==> src/rtl/mem_readback_if.sv <==
// Memory read bus plus streamed-output valid/ready port of the readback engine.
// master = readback engine, slave = memory + consumer side.
interface mem_readback_if #(
    parameter int AW = 8,
    parameter int DW = 8
);
    logic [AW-1:0] mem_addr;
    logic          mem_rd;
    logic [DW-1:0] mem_rdata;
    logic [DW-1:0] out_data;
    logic [AW-1:0] out_addr;
    logic          out_valid;
    logic          out_ready;

    modport master (
        output mem_addr, mem_rd, out_data, out_addr, out_valid,
        input  mem_rdata, out_ready
    );

    modport slave (
        input  mem_addr, mem_rd, out_data, out_addr, out_valid,
        output mem_rdata, out_ready
    );
endinterface

==> src/rtl/mem_readback.sv <==
// Streams mem[base..base+count-1] out on a valid/ready port; READBACK_CSUM_EN appends a checksum beat.
// Start->first out_valid RD_LAT+2 cycles, one beat per RD_LAT+2; the next fetch waits while out_ready is low.
module mem_readback #(
    parameter int AW     = 8,
    parameter int DW     = 8,
    parameter int RD_LAT = 1
) (
    input  logic          clk,
    input  logic          reset,
    input  logic          start,
    input  logic [AW-1:0] base_addr,
    input  logic [AW-1:0] count,
    output logic          busy,
    output logic          done,
    mem_readback_if.master bus
);
    localparam int LW = $clog2(RD_LAT + 1);

    typedef enum logic [2:0] {
        ST_IDLE,
        ST_ISSUE,
        ST_WAIT,
        ST_HOLD,
`ifdef READBACK_CSUM_EN
        ST_CSUM,
`endif
        ST_FIN
    } state_e;

    state_e        state_q, state_d;
    logic [AW-1:0] ptr_q, ptr_d;
    logic [AW:0]   rem_q, rem_d;
    logic [LW-1:0] lat_q, lat_d;
    logic [AW-1:0] mem_addr_q, mem_addr_d;
    logic          mem_rd_q, mem_rd_d;
    logic [DW-1:0] out_data_q, out_data_d;
    logic [AW-1:0] out_addr_q, out_addr_d;
    logic          out_valid_q, out_valid_d;
    logic          busy_q, busy_d;
    logic          done_q, done_d;
`ifdef READBACK_CSUM_EN
    logic [DW-1:0] csum_q, csum_d;
`endif

    always_ff @(posedge clk) begin
        if (reset) begin
            state_q     <= ST_IDLE;
            ptr_q       <= '0;
            rem_q       <= '0;
            lat_q       <= '0;
            mem_addr_q  <= '0;
            mem_rd_q    <= 1'b0;
            out_data_q  <= '0;
            out_addr_q  <= '0;
            out_valid_q <= 1'b0;
            busy_q      <= 1'b0;
            done_q      <= 1'b0;
`ifdef READBACK_CSUM_EN
            csum_q      <= '0;
`endif
        end else begin
            state_q     <= state_d;
            ptr_q       <= ptr_d;
            rem_q       <= rem_d;
            lat_q       <= lat_d;
            mem_addr_q  <= mem_addr_d;
            mem_rd_q    <= mem_rd_d;
            out_data_q  <= out_data_d;
            out_addr_q  <= out_addr_d;
            out_valid_q <= out_valid_d;
            busy_q      <= busy_d;
            done_q      <= done_d;
`ifdef READBACK_CSUM_EN
            csum_q      <= csum_d;
`endif
        end
    end

    // mem_rd/mem_addr and done are registered one state ahead so they are
    // high exactly for the ISSUE and FIN cycles respectively.
    always_comb begin
        state_d     = state_q;
        ptr_d       = ptr_q;
        rem_d       = rem_q;
        lat_d       = lat_q;
        mem_addr_d  = mem_addr_q;
        mem_rd_d    = 1'b0;
        out_data_d  = out_data_q;
        out_addr_d  = out_addr_q;
        out_valid_d = out_valid_q;
        busy_d      = busy_q;
        done_d      = 1'b0;
`ifdef READBACK_CSUM_EN
        csum_d      = csum_q;
`endif
        case (state_q)
            ST_IDLE: begin
                if (start) begin
                    ptr_d      = base_addr;
                    rem_d      = {count == '0, count};
                    busy_d     = 1'b1;
                    mem_addr_d = base_addr;
                    mem_rd_d   = 1'b1;
                    state_d    = ST_ISSUE;
`ifdef READBACK_CSUM_EN
                    csum_d     = '0;
`endif
                end
            end
            ST_ISSUE: begin
                lat_d   = LW'(RD_LAT);
                state_d = ST_WAIT;
            end
            ST_WAIT: begin
                if (lat_q == LW'(1)) begin
                    out_data_d  = bus.mem_rdata;
                    out_addr_d  = ptr_q;
                    out_valid_d = 1'b1;
                    state_d     = ST_HOLD;
                end else begin
                    lat_d = lat_q - LW'(1);
                end
            end
            ST_HOLD: begin
                if (bus.out_ready) begin
                    out_valid_d = 1'b0;
                    rem_d       = rem_q - (AW+1)'(1);
                    ptr_d       = ptr_q + AW'(1);
`ifdef READBACK_CSUM_EN
                    csum_d      = csum_q + out_data_q;
`endif
                    if (rem_q == (AW+1)'(1)) begin
`ifdef READBACK_CSUM_EN
                        out_data_d  = csum_q + out_data_q;
                        out_addr_d  = '1;
                        out_valid_d = 1'b1;
                        state_d     = ST_CSUM;
`else
                        done_d  = 1'b1;
                        state_d = ST_FIN;
`endif
                    end else begin
                        mem_addr_d = ptr_q + AW'(1);
                        mem_rd_d   = 1'b1;
                        state_d    = ST_ISSUE;
                    end
                end
            end
`ifdef READBACK_CSUM_EN
            ST_CSUM: begin
                if (bus.out_ready) begin
                    out_valid_d = 1'b0;
                    done_d      = 1'b1;
                    state_d     = ST_FIN;
                end
            end
`endif
            ST_FIN: begin
                busy_d  = 1'b0;
                state_d = ST_IDLE;
            end
            default: state_d = ST_IDLE;
        endcase
    end

    assign bus.mem_addr  = mem_addr_q;
    assign bus.mem_rd    = mem_rd_q;
    assign bus.out_data  = out_data_q;
    assign bus.out_addr  = out_addr_q;
    assign bus.out_valid = out_valid_q;
    assign busy          = busy_q;
    assign done          = done_q;
endmodule

==> src/flat_wrapper.sv <==
// flat-port wrapper written by rule: the top's interface ports become plain ports
module mem_readback_flat 
#(
    parameter int AW     = 8,
    parameter int DW     = 8,
    parameter int RD_LAT = 1
)
  (clk, reset, start, base_addr, count, busy, done, bus_mem_addr, bus_mem_rd, bus_out_data, bus_out_addr, bus_out_valid, bus_mem_rdata, bus_out_ready);
  mem_readback_if #(.AW(AW), .DW(DW)) bus_i ();
  input  logic clk;
  input  logic reset;
  input  logic start;
  input  logic [AW-1:0] base_addr;
  input  logic [AW-1:0] count;
  output logic busy;
  output logic done;
  output wire logic [$bits(bus_i.mem_addr)-1:0] bus_mem_addr;
  output wire logic [$bits(bus_i.mem_rd)-1:0] bus_mem_rd;
  output wire logic [$bits(bus_i.out_data)-1:0] bus_out_data;
  output wire logic [$bits(bus_i.out_addr)-1:0] bus_out_addr;
  output wire logic [$bits(bus_i.out_valid)-1:0] bus_out_valid;
  input wire logic [$bits(bus_i.mem_rdata)-1:0] bus_mem_rdata;
  input wire logic [$bits(bus_i.out_ready)-1:0] bus_out_ready;
  assign bus_mem_addr = bus_i.mem_addr;
  assign bus_mem_rd = bus_i.mem_rd;
  assign bus_out_data = bus_i.out_data;
  assign bus_out_addr = bus_i.out_addr;
  assign bus_out_valid = bus_i.out_valid;
  assign bus_i.mem_rdata = bus_mem_rdata;
  assign bus_i.out_ready = bus_out_ready;
  mem_readback #(.AW(AW), .DW(DW), .RD_LAT(RD_LAT)) u_core (.clk(clk), .reset(reset), .start(start), .base_addr(base_addr), .count(count), .busy(busy), .done(done), .bus(bus_i));
endmodule
==> config.mk <==
export PLATFORM = sky130hd
export DESIGN_NAME = mem_readback_flat
export DESIGN_NICKNAME = d
export VERILOG_FILES = /design/src/rtl/mem_readback_if.sv /design/src/rtl/mem_readback.sv /design/src/flat_wrapper.sv
export SDC_FILE = /design/constraint.sdc
export NUM_CORES = 1
export LEC_CHECK = 0
export ABC_AREA = 1
export BUFFER_PORTS_ARGS = -buffer_cell sky130_fd_sc_hd__buf_4
export CELL_PAD_IN_SITES_DETAIL_PLACEMENT = 0
export CELL_PAD_IN_SITES_GLOBAL_PLACEMENT = 2
export CORE_UTILIZATION = 28
export DETAILED_ROUTE_END_ITERATION = 7
export PLACE_DENSITY = 0.87
export SYNTH_ARGS = -nofsm -noshare
export SYNTH_HDL_FRONTEND = slang
export SYNTH_SLANG_ARGS = --single-unit
==> constraint.sdc <==
create_clock -name clk -period 2 [get_ports clk]
set_clock_uncertainty 0.15 [all_clocks]
set_input_delay 0.4 -clock clk [delete_from_list [all_inputs] [get_ports clk]]
set_output_delay 0.4 -clock clk [all_outputs]
set_load 0.01 [all_outputs]
# == Yosys cells after proc, flatten, opt, wreduce, memory -nomap -nowiden ==
# Cells that the tools add are included.
# op_classes
n_mux,26
n_reduce_logical,13
bitwise,2
n_addsub,3
n_eq_ne,9
# op_table
cell,n
$mux W8,4
$pmux W8 S2,2
$mux W9,2
$pmux W9 S2,1
$mux W3,4
$pmux W3 S4,1
$eq A9 B1 Y1 const B,1
$reduce_and A3 Y1,3
$sub A9 B1 Y9 const B,1
$add A8 B1 Y8 const B,1
$logic_not A8 Y1,1
$mux W1,8
$pmux W1 S2,4
$reduce_bool A2 Y1,4
$eq A3 B2 Y1 const B,2
$ne A2 B2 Y1 const B,3
$reduce_and A2 Y1,2
$reduce_and A4 Y1,1
$eq A3 B1 Y1 const B,1
$eq A3 B3 Y1 const B,1
$logic_not A3 Y1,1
$reduce_or A3 Y1,1
$ne A2 B1 Y1 const B,1
$not A1 Y1,2
$sub A1 B1 Y1 const B,1
# totals
ff_bits,49
output_inout_bits,28
in_bits,28

# == Depth between registers and ports, before layout ==
# logic_depth
ltp_word,4
depth_mapped,10

# == Worst setup path before layout ==
# Ideal clock, no wire load.
# synth_timing
path_type,reg2reg
startpoint,register u_core.state_q[0]
endpoint,register u_core.ptr_q[4]
t_arrival_ps,1197
path_buffers,1
path_slack_ps,529
setup_time_ps,124
path_stages_with_launch,9
path_cell_list,dfxtp_1 nand2_1 nor2_2 nand2_1 nand2_1 nor2_4 buf_4 o21ai_0 a21oi_1
# synth_via
elab_chain_cells,3
# synth_lines
item,line,rtl
start: declaration,mem_readback.sv:30,"state_e state_q, state_d;"
start signal: assignment,mem_readback.sv:62,state_q <= state_d;
$eq A3 B2 Y1 or $logic_not A3 Y1 (tied branches),mem_readback.sv:96,case (state_q)
$ne A2 B2 Y1 (no source line) or $reduce_bool A2 Y1 (tied branches),--,
$reduce_and A3 Y1 (no source line),--,
end signal: assignment,mem_readback.sv:63,ptr_q <= ptr_d;
end: declaration,mem_readback.sv:31,"logic [AW-1:0] ptr_q, ptr_d;"
# Parallel ways exist; a longest one is shown, timed or not.
# A chain may end at the register's enable or synchronous reset.

# == Worst setup path after layout ==
# layout_timing
startpoint,register u_core.state_q[0]
endpoint,"register u_core.mem_addr_q[7], in the netlist u_core.bus.mem_addr[7]"
# layout_via
elab_chain_cells,3
# layout_lines
item,line,rtl
$eq A3 B2 Y1 or $logic_not A3 Y1 (tied branches),mem_readback.sv:96,
$ne A2 B2 Y1 (no source line) or $reduce_bool A2 Y1 (tied branches),--,
$reduce_and A4 Y1 (no source line),--,
end signal: assignment,mem_readback.sv:66,mem_addr_q <= mem_addr_d;
end: declaration,mem_readback.sv:34,"logic [AW-1:0] mem_addr_q, mem_addr_d;"
# Parallel ways exist; a longest one is shown, timed or not.

==> metrics.cfg <==
[status]
status = complete, no violations

[yosys]
synthCells = 363
synthTopCellsByCount = nand2_1 (103), dfxtp_1 (49), nor2_1 (42)
synth_top_area_cell = dfxtp_1
syn_avg_cell_area_um2 = 6.55
yosysWarnings = 0
synth_edf_count = 0
synth.net_count = 394
synth_seq_area_share = 0.413
async_flop_share = 0
synth_cell_type_count = 23
synth.top_cell.area_share = 0.413
synth_ff_type = dfxtp_1
synth-seq-cells = 49
synth_most_common_cell = nand2_1
synth_area_mm2 = 0.00238
synthTopCellsByArea = dfxtp_1 (41%), nand2_1 (16%), a21oi_1 (8.6%), nand3_1 (7.6%), nor2_1 (6.6%)

[worst_setup_path]
worstReg2RegStart = u_core.state_q[0]$_SDFFE_PP0P_
path_cells = nand2_1, nor2_2, buf_4, nand4_1, nand2_1, nand2_1, nand2_1, nor2_1
crit_slowest_cell = dfxtp_1
cp_top_family = simple AND/OR/NAND/NOR gates
critPathKind = reg2reg
critPathArrivalTime_ns = 1.86
r2r_end = u_core.bus.mem_addr[7]$_SDFFE_PP0P_
cpPeakStageDelay_ns = 0.43
required_ns = 2.05
cp-end-kind = flop
r2r_cells = 8
start_kind = flop
r2r_setup_slack_ns = 0.19
path_max_fanout = 11
path_common_cell = nand2_1
path_buf_inv = 1

[global_routing]
grt_antenna_before_repair = 0
grt_pass1_vias = 2108
grt_pass1_wl_um = 10400
grt_max_degree = 27
grt.overflow.total = 0
gr-usage-all-layers = 0.152

[sta]
finalSetupViolations = 0
finalHoldViolCount = 0
rsz0062_at_grt = false
slew_headroom = 0.593
fin_crit_sh = 0.903
tightest_slew_ns = 0.610
fmax_ghz = 0.554
setup_slack_ns = 0.194
fin_crit_ns = 1.81
slew_violations = 0
tns_ns = 0

[min_path]
hold_path_end = u_core.bus.out_data[5]$_SDFFE_PP0P_
holdPathStages = 3
hp-start = bus_mem_rdata[5]
hold_path.class = in2reg

[clock_network]
numCtsBuffers = 5
cts_tree = yes
cts_setup_buffers = 0
cts_buffer_depth = 2
cts-root-buf = clkbuf_8
cts_resized = 0
cts_sinks = 49
holdBufCountCts = 0
htree_levels = 2
clkLatencyLatePin_ns = 0.30
path_clk_slew_ns = 0.09

[finish]
fillers = 937
area_growth_pct = 28.7
layout.nets = 456
regArea_um2 = 981
final_layout_size_suffix_gt1_frac = 0.202
multiInputGateArea_mm2 = 0.00119
utilization = 0.372
diodes = 0

[floorplanning]
die_area_mm2 = 0.00886
dieWidth_um = 94.1
die_h_um = 94.1
row_count = 33
ios = 56
start_util = 0.289
fp.coreArea_mm2 = 0.00822

[routing]
drc = 0
drt_iter0_drc = 104
ant_nets = 0
viasPerCell = 4.50
firstDrtPassIters = 4
num_vias = 2387
wl_um = 6570
post_drt_wl_per_cell_um = 12.4

[place]
pre_cts_ws_ns = 0.141
dpl.hpwl_um = 4780
port_buffers = 55
place.gp.congestion = 0.792

[power]
power_density_mw_per_mm2 = 1140
vdd_drop_max_uv = 401
p_leak_nw = 1.45

[flow_run]
drv_cap = 0

-- where the power goes --
part           internal [mW]  switching, mW
combinational          0.570          0.887
sequential              1.20          0.203
clock                  0.281          0.347
-- sequential cells by signal (all words and copies together) (netlist names) --
| signal | cells |
|---|---|
| u_core.bus.out_addr | 8 |
| u_core.bus.out_data | 8 |
| u_core.busy | 1 |
| u_core.bus.out_valid | 1 |
| u_core.bus.mem_addr | 8 |
| u_core.rem_q | 9 |
| u_core.done | 1 |
| u_core.bus.mem_rd | 1 |
| u_core.state_q | 3 |
| u_core.ptr_q | 8 |
| u_core.lat_q | 1 |
-- cell families (layout without fill, tap and decap cells) --
kind of cell | after synthesis | after routing | share of synthesized area
buffers and inverters | 51 | 114 | 0.0869
adders and majority gates | 3 | 3 | 0.0158
and+or+nand+nor | 194 | 194 | 0.343
DFF | 49 | 49 | 0.413
AOI/OAI and AO/OA | 66 | 66 | 0.141
-- worst max-delay path by stage --
| stage | start | to | slack [ns] | depth (start not counted) |
|---|---|---|---|---|
| CTS | u_core.state_q[2]$_SDFFE_PP0P_ | u_core.bus.mem_addr[5]$_SDFFE_PP0P_ | 0.14 | 8 |
| floorplan | u_core.state_q[0]$_SDFFE_PP0P_ | u_core.ptr_q[4]$_SDFFE_PP0P_ | 0.53 | 8 |
| finish | u_core.state_q[0]$_SDFFE_PP0P_ | u_core.bus.mem_addr[7]$_SDFFE_PP0P_ | 0.19 | 8 |
| global route | u_core.state_q[0]$_SDFFE_PP0P_ | u_core.bus.mem_addr[7]$_SDFFE_PP0P_ | 0.001 | 8 |
| detailed placement | start | u_core.bus.mem_addr[5]$_SDFFE_PP0P_ | 0.14 | 8 |
| global placement | start | u_core.bus.mem_addr[7]$_SDFFE_PP0P_ | 0.21 | 7 |
-- layout make-up --
| class | instances | share of cell area |
|---|---|---|
| multi-input combinational | 263 | 0.389 |
| sequential | 49 | 0.321 |
| timing repair buffer | 70 | 0.172 |
| inverter | 36 | 0.0442 |
| tap | 105 | 0.0430 |
| clock buffer | 6 | 0.0270 |
| clock inverter | 2 | 0.00450 |
-- cells in the final DEF, fill, tap and decap left out, types with 6 or more instances in the layout --
master,instances
nor2_1,42
inv_1,36
dfxtp_1,49
buf_4,70
o21ai_0,21
a21oi_1,41
nand2_1,103
nand3_1,36
clkbuf_8,6
-- worst min-delay path: stages --
cell and delay [ns]:
buf_4 0.11, nand3_1 0.07, a21oi_1 0.05
-- metrics by stage --
step | cells | hold WS (ns) | area [um2] | power [mW]
2_1_floorplan | 363 | 0.303 | 2380 | 2.35
3_3_place_gp | 519 | 0.301 | 2930 | 2.81
3_5_place_dp | 519 | 0.303 | 2930 | 2.82
4_1_cts | 527 | 0.207 | 3030 | 3.45
5_1_grt | 531 | 0.203 | 3060 | 3.79
6_report | 531 | 0.215 | 3060 | 3.49
-- routing by layer --
| metal | wire, um | part of all wire | GRT usage |
|---|---|---|---|
| met1 | 3310 | 0.50 | 0.209 |
| met2 | 2990 | 0.46 | 0.241 |
| met3 | 205 | 0.031 | 0.0243 |
| met4 | 61 | 0.0093 | 0.0474 |
| met5 | 0 | 0 | 0 |
(Power assumes the default switching activity.)
